==> src/rtl/formant_pkg.sv <==
// Shared parameters and types for the formant DP column scheduler.
package formant_pkg;

    localparam int I        = 160;
    localparam int FORMANTS = 4;
    localparam int IDX_W    = $clog2(I);
    localparam int NUM_W    = IDX_W + 1;

    typedef enum logic [1:0] {
        IDLE = 2'd0,
        RUN  = 2'd1,
        TB   = 2'd2,
        DONE = 2'd3
    } sched_state_t;

endpackage

==> src/rtl/formant_dp_sched_if.sv <==
// Frame control and engine handshake bundle of the column scheduler.
interface formant_dp_sched_if;
    import formant_pkg::*;

    logic              frame_start;
    logic [NUM_W-1:0]  num_i;
    logic              abort;
    logic              emin_start;
    logic [IDX_W-1:0]  emin_i;
    logic              emin_bank;
    logic              emin_done;
    logic              f_begin_iter;
    logic [IDX_W-1:0]  f_i;
    logic              f_bank;
    logic              f_iter_done;
    logic              tb_start;
    logic              tb_done;
    logic              frame_busy;
    logic              frame_done;
    logic              error;

    // Scheduler side.
    modport master (
        input  frame_start, num_i, abort, emin_done, f_iter_done, tb_done,
        output emin_start, emin_i, emin_bank, f_begin_iter, f_i, f_bank,
               tb_start, frame_busy, frame_done, error
    );

    // Frame control and engine side.
    modport slave (
        output frame_start, num_i, abort, emin_done, f_iter_done, tb_done,
        input  emin_start, emin_i, emin_bank, f_begin_iter, f_i, f_bank,
               tb_start, frame_busy, frame_done, error
    );

endinterface

==> src/rtl/engine_tracker.sv <==
// Busy flag, completed-column counter and watchdog for one DP engine.
// busy_nx/cnt_nx already include this cycle's done pulse so the scheduler
// can issue the dependent start on the very next edge.
module engine_tracker
    import formant_pkg::*;
#(
    parameter int WATCHDOG = 4096
) (
    input  logic             clk_in,
    input  logic             rst_n_in,
    input  logic             clr,
    input  logic             start,
    input  logic             done,
    output logic             busy_nx,
    output logic [NUM_W-1:0] cnt_nx,
    output logic             timeout,
    output logic             unexpected
);

    localparam int              WD_W    = $clog2(WATCHDOG + 1);
    localparam logic [WD_W-1:0] WD_LOAD = WD_W'(WATCHDOG - 1);

    logic             busy_q, busy_d;
    logic [NUM_W-1:0] cnt_q, cnt_d;
    logic [WD_W-1:0]  wd_q, wd_d;
    logic             done_ok;

    // Done acceptance, down-counting watchdog with terminal count at zero.
    always_comb begin
        done_ok    = done && busy_q;
        unexpected = done && !busy_q;
        busy_nx    = busy_q && !done;
        cnt_nx     = cnt_q + NUM_W'(done_ok);
        timeout    = busy_q && !done && (wd_q == '0);
        busy_d     = busy_nx || start;
        cnt_d      = cnt_nx;
        wd_d       = wd_q - WD_W'(busy_q);
        if (start) begin
            wd_d = WD_LOAD;
        end
        if (clr) begin
            busy_d = start;
            cnt_d  = '0;
        end
    end

    // Tracker state registers.
    always_ff @(posedge clk_in or negedge rst_n_in) begin
        if (!rst_n_in) begin
            busy_q <= 1'b0;
            cnt_q  <= '0;
            wd_q   <= '0;
        end else begin
            busy_q <= busy_d;
            cnt_q  <= cnt_d;
            wd_q   <= wd_d;
        end
    end

endmodule

==> src/rtl/formant_dp_sched.sv <==
// Column scheduler: overlaps E-min and F engines over a double-buffered
// E-min store, then runs traceback and reports frame completion.
//
//   state | meaning
//   IDLE  | waiting for frame_start
//   RUN   | issuing E-min / F columns (empty frame passes through one cycle)
//   TB    | traceback running
//   DONE  | frame_done cycle
module formant_dp_sched
    import formant_pkg::*;
#(
    parameter int WATCHDOG = 4096
) (
    input  logic                clk_in,
    input  logic                rst_n_in,
    formant_dp_sched_if.master  bus
);

    sched_state_t     state_q, state_d;
    logic [NUM_W-1:0] num_q, num_d;
    logic             emin_start_q, emin_start_d;
    logic [IDX_W-1:0] emin_i_q, emin_i_d;
    logic             emin_bank_q, emin_bank_d;
    logic             f_begin_q, f_begin_d;
    logic [IDX_W-1:0] f_i_q, f_i_d;
    logic             f_bank_q, f_bank_d;
    logic             tb_start_q, tb_start_d;
    logic             frame_busy_q, frame_busy_d;
    logic             frame_done_q, frame_done_d;
    logic             error_q, error_d;

    logic             trk_clr, e_go, f_go, t_go, wd_trip;
    logic             e_busy_nx, f_busy_nx, t_busy_nx;
    logic [NUM_W-1:0] e_cnt_nx, f_cnt_nx, t_cnt_unused, e_col_nx;
    logic             e_timeout, f_timeout, t_timeout;
    logic             e_unexp, f_unexp, t_unexp;

    engine_tracker #(.WATCHDOG(WATCHDOG)) u_emin (
        .clk_in(clk_in), .rst_n_in(rst_n_in), .clr(trk_clr), .start(e_go),
        .done(bus.emin_done), .busy_nx(e_busy_nx), .cnt_nx(e_cnt_nx),
        .timeout(e_timeout), .unexpected(e_unexp)
    );

    engine_tracker #(.WATCHDOG(WATCHDOG)) u_f (
        .clk_in(clk_in), .rst_n_in(rst_n_in), .clr(trk_clr), .start(f_go),
        .done(bus.f_iter_done), .busy_nx(f_busy_nx), .cnt_nx(f_cnt_nx),
        .timeout(f_timeout), .unexpected(f_unexp)
    );

    engine_tracker #(.WATCHDOG(WATCHDOG)) u_tb (
        .clk_in(clk_in), .rst_n_in(rst_n_in), .clr(trk_clr), .start(t_go),
        .done(bus.tb_done), .busy_nx(t_busy_nx), .cnt_nx(t_cnt_unused),
        .timeout(t_timeout), .unexpected(t_unexp)
    );

    // Frame FSM and column start decisions from post-done tracker state.
    always_comb begin
        state_d  = state_q;
        num_d    = num_q;
        trk_clr  = 1'b0;
        e_go     = 1'b0;
        f_go     = 1'b0;
        t_go     = 1'b0;
        wd_trip  = e_timeout || f_timeout || t_timeout;
        error_d  = error_q || e_unexp || f_unexp || t_unexp || wd_trip;
        if (bus.abort || wd_trip) begin
            state_d = IDLE;
            trk_clr = 1'b1;
        end else begin
            case (state_q)
                IDLE: begin
                    if (bus.frame_start) begin
                        if (bus.num_i > NUM_W'(I)) begin
                            error_d = 1'b1;
                        end else begin
                            num_d   = bus.num_i;
                            trk_clr = 1'b1;
                            error_d = e_unexp || f_unexp || t_unexp;
                            state_d = RUN;
                            e_go    = (bus.num_i != '0);
                        end
                    end
                end
                RUN: begin
                    if (num_q == '0) begin
                        state_d = DONE;
                    end else if (f_cnt_nx == num_q) begin
                        state_d = TB;
                        t_go    = 1'b1;
                    end else begin
                        // E-min may lead F by one column: both banks in use.
                        e_go = !e_busy_nx && (e_cnt_nx < num_q)
                               && (f_cnt_nx + NUM_W'(1) >= e_cnt_nx);
                        f_go = !f_busy_nx && (f_cnt_nx < e_cnt_nx);
                    end
                end
                TB: begin
                    if (!t_busy_nx) begin
                        state_d = DONE;
                    end
                end
                DONE: begin
                    state_d = IDLE;
                end
                default: begin
                    state_d = IDLE;
                end
            endcase
        end
        e_col_nx     = trk_clr ? '0 : e_cnt_nx;
        emin_start_d = e_go;
        emin_i_d     = e_go ? e_col_nx[IDX_W-1:0] : emin_i_q;
        emin_bank_d  = e_go ? e_col_nx[0] : emin_bank_q;
        f_begin_d    = f_go;
        f_i_d        = f_go ? f_cnt_nx[IDX_W-1:0] : f_i_q;
        f_bank_d     = f_go ? f_cnt_nx[0] : f_bank_q;
        tb_start_d   = t_go;
        frame_busy_d = (state_d != IDLE);
        frame_done_d = (state_d == DONE);
    end

    // Registered state and outputs.
    always_ff @(posedge clk_in or negedge rst_n_in) begin
        if (!rst_n_in) begin
            state_q      <= IDLE;
            num_q        <= '0;
            emin_start_q <= 1'b0;
            emin_i_q     <= '0;
            emin_bank_q  <= 1'b0;
            f_begin_q    <= 1'b0;
            f_i_q        <= '0;
            f_bank_q     <= 1'b0;
            tb_start_q   <= 1'b0;
            frame_busy_q <= 1'b0;
            frame_done_q <= 1'b0;
            error_q      <= 1'b0;
        end else begin
            state_q      <= state_d;
            num_q        <= num_d;
            emin_start_q <= emin_start_d;
            emin_i_q     <= emin_i_d;
            emin_bank_q  <= emin_bank_d;
            f_begin_q    <= f_begin_d;
            f_i_q        <= f_i_d;
            f_bank_q     <= f_bank_d;
            tb_start_q   <= tb_start_d;
            frame_busy_q <= frame_busy_d;
            frame_done_q <= frame_done_d;
            error_q      <= error_d;
        end
    end

    assign bus.emin_start   = emin_start_q;
    assign bus.emin_i       = emin_i_q;
    assign bus.emin_bank    = emin_bank_q;
    assign bus.f_begin_iter = f_begin_q;
    assign bus.f_i          = f_i_q;
    assign bus.f_bank       = f_bank_q;
    assign bus.tb_start     = tb_start_q;
    assign bus.frame_busy   = frame_busy_q;
    assign bus.frame_done   = frame_done_q;
    assign bus.error        = error_q;

endmodule

==> src/flat_wrapper.sv <==
// flat-port wrapper written by rule: the top's interface ports become plain ports
module formant_dp_sched_flat import formant_pkg::*;
#(
    parameter int WATCHDOG = 4096
)
  (clk_in, rst_n_in, bus_frame_start, bus_num_i, bus_abort, bus_emin_done, bus_f_iter_done, bus_tb_done, bus_emin_start, bus_emin_i, bus_emin_bank, bus_f_begin_iter, bus_f_i, bus_f_bank, bus_tb_start, bus_frame_busy, bus_frame_done, bus_error);
  formant_dp_sched_if bus_i ();
  input  logic clk_in;
  input  logic rst_n_in;
  input wire logic [$bits(bus_i.frame_start)-1:0] bus_frame_start;
  input wire logic [$bits(bus_i.num_i)-1:0] bus_num_i;
  input wire logic [$bits(bus_i.abort)-1:0] bus_abort;
  input wire logic [$bits(bus_i.emin_done)-1:0] bus_emin_done;
  input wire logic [$bits(bus_i.f_iter_done)-1:0] bus_f_iter_done;
  input wire logic [$bits(bus_i.tb_done)-1:0] bus_tb_done;
  output wire logic [$bits(bus_i.emin_start)-1:0] bus_emin_start;
  output wire logic [$bits(bus_i.emin_i)-1:0] bus_emin_i;
  output wire logic [$bits(bus_i.emin_bank)-1:0] bus_emin_bank;
  output wire logic [$bits(bus_i.f_begin_iter)-1:0] bus_f_begin_iter;
  output wire logic [$bits(bus_i.f_i)-1:0] bus_f_i;
  output wire logic [$bits(bus_i.f_bank)-1:0] bus_f_bank;
  output wire logic [$bits(bus_i.tb_start)-1:0] bus_tb_start;
  output wire logic [$bits(bus_i.frame_busy)-1:0] bus_frame_busy;
  output wire logic [$bits(bus_i.frame_done)-1:0] bus_frame_done;
  output wire logic [$bits(bus_i.error)-1:0] bus_error;
  assign bus_i.frame_start = bus_frame_start;
  assign bus_i.num_i = bus_num_i;
  assign bus_i.abort = bus_abort;
  assign bus_i.emin_done = bus_emin_done;
  assign bus_i.f_iter_done = bus_f_iter_done;
  assign bus_i.tb_done = bus_tb_done;
  assign bus_emin_start = bus_i.emin_start;
  assign bus_emin_i = bus_i.emin_i;
  assign bus_emin_bank = bus_i.emin_bank;
  assign bus_f_begin_iter = bus_i.f_begin_iter;
  assign bus_f_i = bus_i.f_i;
  assign bus_f_bank = bus_i.f_bank;
  assign bus_tb_start = bus_i.tb_start;
  assign bus_frame_busy = bus_i.frame_busy;
  assign bus_frame_done = bus_i.frame_done;
  assign bus_error = bus_i.error;
  formant_dp_sched #(.WATCHDOG(WATCHDOG)) u_core (.clk_in(clk_in), .rst_n_in(rst_n_in), .bus(bus_i));
endmodule
==> config.mk <==
export PLATFORM = sky130hd
export DESIGN_NAME = formant_dp_sched_flat
export DESIGN_NICKNAME = d
export VERILOG_FILES = /design/src/rtl/formant_pkg.sv /design/src/rtl/formant_dp_sched_if.sv /design/src/rtl/engine_tracker.sv /design/src/rtl/formant_dp_sched.sv /design/src/flat_wrapper.sv
export SDC_FILE = /design/constraint.sdc
export NUM_CORES = 1
export LEC_CHECK = 0
export ABC_AREA = 1
export CORE_ASPECT_RATIO = 0.8
export CORE_MARGIN = 2
export CORE_UTILIZATION = 60
export CTS_BUF_LIST = sky130_fd_sc_hd__clkbuf_16
export DETAILED_ROUTE_END_ITERATION = 6
export HOLD_SLACK_MARGIN = 0.08
export PLACE_DENSITY = 0.85
export SLEW_MARGIN = 20
export SYNTH_ARGS = -nofsm -noshare
export SYNTH_HDL_FRONTEND = slang
export SYNTH_HIERARCHICAL = 1
export SYNTH_SLANG_ARGS = --single-unit
==> constraint.sdc <==
create_clock -name clk_in -period 8.8 [get_ports clk_in]
set_input_delay 1.32 -clock clk_in [delete_from_list [all_inputs] [get_ports clk_in]]
set_output_delay 1.32 -clock clk_in [all_outputs]
set_load 0.005 [all_outputs]
==> reports/summary.txt, run 1 <==
Clock transition at path regs - 0.07 ns
Fin cells - 908
CTS Buf Count - 9
Initial antenna violation count - 0
Vias in the first global route - 4886
DR vias/cell - 5.537
Die height - 90.43 um
CTS tree - done
VDD IR-drop max - 0.0001265 V
Root Driver - clkbuf_16
Clk sinks - 93
Post-DP HPWL - 9714 um
Syn. warnings - 6
IO buf count - 39
Setup TNS Final - 0 ns
Flop-to-flop setup slack - 4.51 ns
Total leakage power - 3.321 nW
Pwr Density - 149.9 nW/um2
Initial Util - 0.6173
Critical path type - input port to register
Grt ovf - 0
CP arrival - 5.45 ns
Final hold slack - 0.4742 ns
# H-tree levels - 3
Clock latency on the worst-skew pair - 0.34 ns
Pins Over Slew Limit - 0
Post-Syn Nets - 804
F_max - 0.1917 GHz
Status - finished, final reports clean
Final setup vio count - 0
Min Tclk post-route - 5.216 ns
GRT Total Usage - 0.2703
Hold Crit Class - register to register
Worst R2R End - u_core/u_emin/wd_q[3]
Worst Reg-to-Reg Cells - 24
DR pass1 iterations - 5
Clock Skews - 0.006683 ns
Area of the die - 10130 um2
Core area - 9076 um2
First-pass GRT wire length - 22200 um
Bufs on Longest Clock Path - 2
Hold_sp - u_core/bus.emin_i[6]
Pin count of the biggest net entering global routing - 54
Share of cells above drive strength 1 - 0.06053
DR DRC count - 0
N_diodes - 0
Syn avg cell area - 7.490 um2
# rows - 31
Post-CTS setup buffer count - 0
Synth-to-layout area growth - 13.44%
Multi-input logic area - 2765 um2
CTS Hold Bufs - 0
Cells after synthesis - 748
Placed Cells - 892
Final GP Congestion - 1.026
Worst-Margin Slew - 1.058 ns
Detail Route Antenna Nets - 0
Vias - 5028
Fillers - 695
Critical path peak fanout - 12
# nets final - 844
Setup repair after global routing missed its margin - false
Post-CTS Resized - 0
Crit. End Element - register
Hold Path End - u_core/bus.emin_i[6]
Final hold violation count - 0
Reg2reg start - u_core/u_f/busy_q
Overall routed net length - 12860 um
Die width - 112.0 um
Max_cap viols - 0
Post-layout util - 0.7003
Crit path required time - 9.04 ns
Startpoint Class - input port
Reg area - 2327 um2
Drt initial violations - 385
Tcrit/Tclk final - 0.5927
Max-slew headroom - 0.2931
Avg WL per Cell - 14.17 um
Io pins - 40
Hold path depth - 2
Netlist Area Pre-Place - 5603 um2
==> cell usage in the layout (no fill, tap or decap), drive strengths merged <==
cell	instances
and3	3
clkinv	6
buf	2
dfrtp	93
nand2	191
o21ai	35
clkbuf	9
inv	123
a21oi	24
o211ai	3
nand4	9
ha	40
nor2	105
a21o	4
nor3b	1
or2	6
o22ai	1
nor3	16
nand3b	6
o21bai	1
xor2	10
clkdlybuf4s50	38
xnor2	2
nand3	65
==> power by group <==
part           total (mW)  switching [mW]  internal (mW)  leakage (nW)
clock network       0.354           0.164          0.190         0.137
logic               0.126          0.0800         0.0458          2.09
registers           0.473          0.0212          0.452          1.10
total               0.953           0.265          0.687          3.32
==> layout make-up <==
cell class	count	area share
Tap cell	115	0.02264
Inverter	122	0.07205
Clock inverter	7	0.006496
Timing Repair Buffer	40	0.06220
Sequential cell	93	0.3661
Multi-Input combinational cell	522	0.4350
Clock buffer	9	0.03543
==> per-stage QoR <==
step | setup WS [ns] | cell area (um2) | power, mW
floorplan | 4.378 | 5603 | 0.5575
detailed placement | 3.336 | 6090 | 0.6047
global placement | 3.555 | 6090 | 0.5978
CTS | 3.701 | 6356 | 0.9619
finish | 3.584 | 6356 | 0.9528
global route | 3.218 | 6356 | 0.9985
==> critical path, cell delays in order <==
cell and delay, ns:
clkdlybuf4s50_1 0.42, nand2_1 0.07, inv_1 0.04, ha_1 0.22
ha_1 0.21, nand2_1 0.10, inv_2 0.07, nor2_1 0.31
inv_1 0.11, nor3_1 0.27, nand3_1 0.18, nor3_1 0.23
xor2_1 0.18, ha_1 0.27, nand2_1 0.09, a21oi_1 0.06
nor2_1 0.12, nand4_1 0.13, nand3_2 0.11, nand2_4 0.09
nand2_4 0.14, inv_1 0.09, inv_1 0.29, o21ai_0 0.15
a21o_1 0.17
==> state kept, by name (all words and copies together), names as in the netlist, 2 cells and up <==
name and cells:
u_core/u_emin/wd_q 13, u_core/u_f/cnt_q 9, u_core/u_tb/wd_q 13, u_core/bus.emin_i 8, u_core/u_f/wd_q 13, u_core/bus.f_i 8
u_core/u_emin/cnt_q 9, u_core/state_q 2, u_core/num_q 9
==> routing by layer <==
layer / routed length [um] / global-route usage / vias to the layer above
met1: 5871 / 0.3715 / 2373
met3: 896 / 0.05772 / 26
met4: 259 / 0.08638 / 0
met2: 5835 / 0.4323 / 189
met5: 0 / 0 / -
li1: - / - / 2440
==> worst max-delay path by stage <==
stage                                 end            start  cells past startpoint  slack [ns]
global placement    u_core/u_emin/wd_q[3]  bus_f_iter_done                     25        3.56
global route        u_core/u_emin/wd_q[3]  bus_f_iter_done                     25        3.22
finish              u_core/u_emin/wd_q[3]  bus_f_iter_done                     25        3.58
floorplan           u_core/u_emin/wd_q[8]  bus_f_iter_done                     24        4.38
detailed placement  u_core/u_emin/wd_q[3]  bus_f_iter_done                     25        3.34
CTS                 u_core/u_emin/wd_q[3]  bus_f_iter_done                     25        3.70
(Power assumes the default switching activity.)
==> run 2: changes to the inputs <==
CORE_UTILIZATION = 54   (was 60)
PLACE_DENSITY = 0.81   (was 0.85)
clock period = 4.6 ns   (was 8.8 ns; I/O delays follow)
==> run 2 against run 1 <==
Compared with the run above: routed wire length is 4.1% higher; worst setup slack worse by 3.2 ns; final cell count is 4.0% higher; hold slack worse by 0.072 ns; first-iteration DRC count is 1.6% higher; critical path depth stayed put; sequential power is 91% higher; power is 110% higher; sequential share of layout area is 0.98 points lower; largest cell class unchanged.
==> reports/summary.txt, run 2 (synthesized netlist as in run 1, its figures left out) <==
CP max stage delay - 0.44 ns
Overall routed net length - 13390 um
Critical path peak fanout - 9
CTS Hold Bufs - 0
Crit. End Element - register
Final setup vio count - 0
Fillers - 878
Setup TNS Final - 0 ns
Clock transition at path regs - 0.07 ns
Psw - 0.5219 mW
F_max - 0.2369 GHz
Share of cells above drive strength 1 - 0.07463
Reg area - 2327 um2
Fin cells - 944
Vias - 4931
Switching Share - 0.2667
Root Driver - clkbuf_16
Top cell by count, worst path - inv_1
CTS Buf Count - 9
CTS tree - done
Area of the die - 11210 um2
Final hold violation count - 0
Grt ovf - 0
N_diodes - 0
Final GP Congestion - 0.9392
CP max stage cell - clkdlybuf4s50_1
Io pins - 40
Drt initial violations - 391
Multi-input logic area - 2770 um2
Comb pwr share - 0.127
Post-DP HPWL - 10150 um
Max-slew headroom - 0.2856
DR DRC count - 0
Initial Util - 0.5516
Worst-Margin Slew - 1.069 ns
# H-tree levels - 3
DR pass1 iterations - 5
Startpoint Class - input port
Clock Skews - 0.007455 ns
Setup repair after global routing missed its margin - false
Max_cap viols - 0
Total leakage power - 3.398 nW
Pwr Density - 299.7 nW/um2
Initial antenna violation count - 0
Clock latency on the worst-skew pair - 0.34 ns
Detail Route Antenna Nets - 0
Min Tclk post-route - 4.221 ns
IO buf count - 39
Avg WL per Cell - 14.19 um
GRT Total Usage - 0.2521
Status - finished, final reports clean
Tcrit/Tclk final - 0.9177
Vias in the first global route - 4728
Regs by FF count - u_core/u_emin/wd_q x13, u_core/u_f/wd_q x13, u_core/u_tb/wd_q x13
Hold Crit Class - input port to asynchronous set/reset pin
Post-route setup slack - 0.3786 ns
Synth-to-layout area growth - 16.55%
Most common cell after layout, fill and taps aside - nand2_1
Die width - 117.9 um
Placed Cells - 928
DR vias/cell - 5.224
Flop pwr share - 0.462
Core area - 10160 um2
Pins Over Slew Limit - 0
Crit path required time - 4.81 ns
Die height - 95.11 um
Internal power - 1.435 mW
Bufs on Longest Clock Path - 2
Pre-CTS WS - 0.01740 ns
CP arrival - 4.43 ns
VDD IR-drop max - 0.0002118 V
Critical path type - input port to register
# rows - 33
Clk pwr share - 0.411
Pin count of the biggest net entering global routing - 56
Most frequent cells in the layout - nand2_1, inv_1, nor2_1
# nets final - 855
First-pass GRT wire length - 22580 um
Clk sinks - 93
-- run 2: path summary, 6_finish.rpt --
path,from,cells past startpoint,endpoint,slack [ns]
max,bus_f_iter_done,25,u_core/u_emin/wd_q[8],0.38
min,rst_n_in,1,u_core/bus.emin_i[4],0.40
max in group asynchronous,rst_n_in,2,u_core/bus.f_i[0],3.22
max reg2reg,u_core/u_f/busy_q,24,u_core/u_emin/wd_q[8],0.73
min in group clk_in,u_core/bus.emin_i[1],2,u_core/bus.emin_i[1],0.47
min reg2reg,u_core/bus.emin_i[1],2,u_core/bus.emin_i[1],0.47
-- run 2: timing repair --
| item | in CTS | in global routing |
|---|---|---|
| resized for setup | 0 | 1 |
| setup endpoints to repair | 0 | 7 |
| buffers inserted | 0 | 0 |
-- run 2: power by group through the flow --
stage	sequential [mW]	combinational, mW	clock [mW]
after floorplan	0.907	0.160	0
after detailed placement	0.919	0.247	0
after CTS	0.903	0.251	0.819
final	0.904	0.249	0.804
after global routing	0.908	0.286	0.855
after global placement	0.917	0.234	0
-- run 2: final cells by class --
cell class                      instances  area share
Multi-Input combinational cell        522      0.4242
Tap cell                              140     0.02683
Sequential cell                        93      0.3564
Clock buffer                            9     0.03449
Inverter                              122     0.07013
Timing Repair Buffer                   51     0.07319
Clock inverter                          7     0.01475
-- run 2: worst max-delay path, delay by kind of cell --
family | cells | cell delay [ns]
buffers and inverters | 7 | 1.10
AOI/OAI and AO/OA | 1 | 0.10
and+or+nand+nor | 13 | 1.62
xor gates and xnor gates | 1 | 0.22
adders and majority gates | 3 | 0.68
-- run 2: per-layer routing --
| metal | global-route usage | share of wire | up-vias |
|---|---|---|---|
| met5 | 0 | 0 | - |
| met4 | 0.06727 | 0.012 | 0 |
| met3 | 0.04844 | 0.063 | 15 |
| met2 | 0.4118 | 0.45 | 153 |
| met1 | 0.3484 | 0.47 | 2308 |
| li1 | - | - | 2455 |
-- run 2: metrics by stage --
| stage | utilization | instance area (um2) | total power [mW] | hold slack, ns |
|---|---|---|---|---|
| floorplan | - | 5603 | 1.067 | 0.3944 |
| global placement | 0.6107 | 6203 | 1.151 | 0.4617 |
| detailed placement | 0.6107 | 6203 | 1.165 | 0.4605 |
| CTS | 0.6424 | 6525 | 1.973 | 0.4269 |
| global route | 0.6429 | 6530 | 2.050 | 0.4544 |
| finish | 0.6429 | 6530 | 1.957 | 0.4018 |
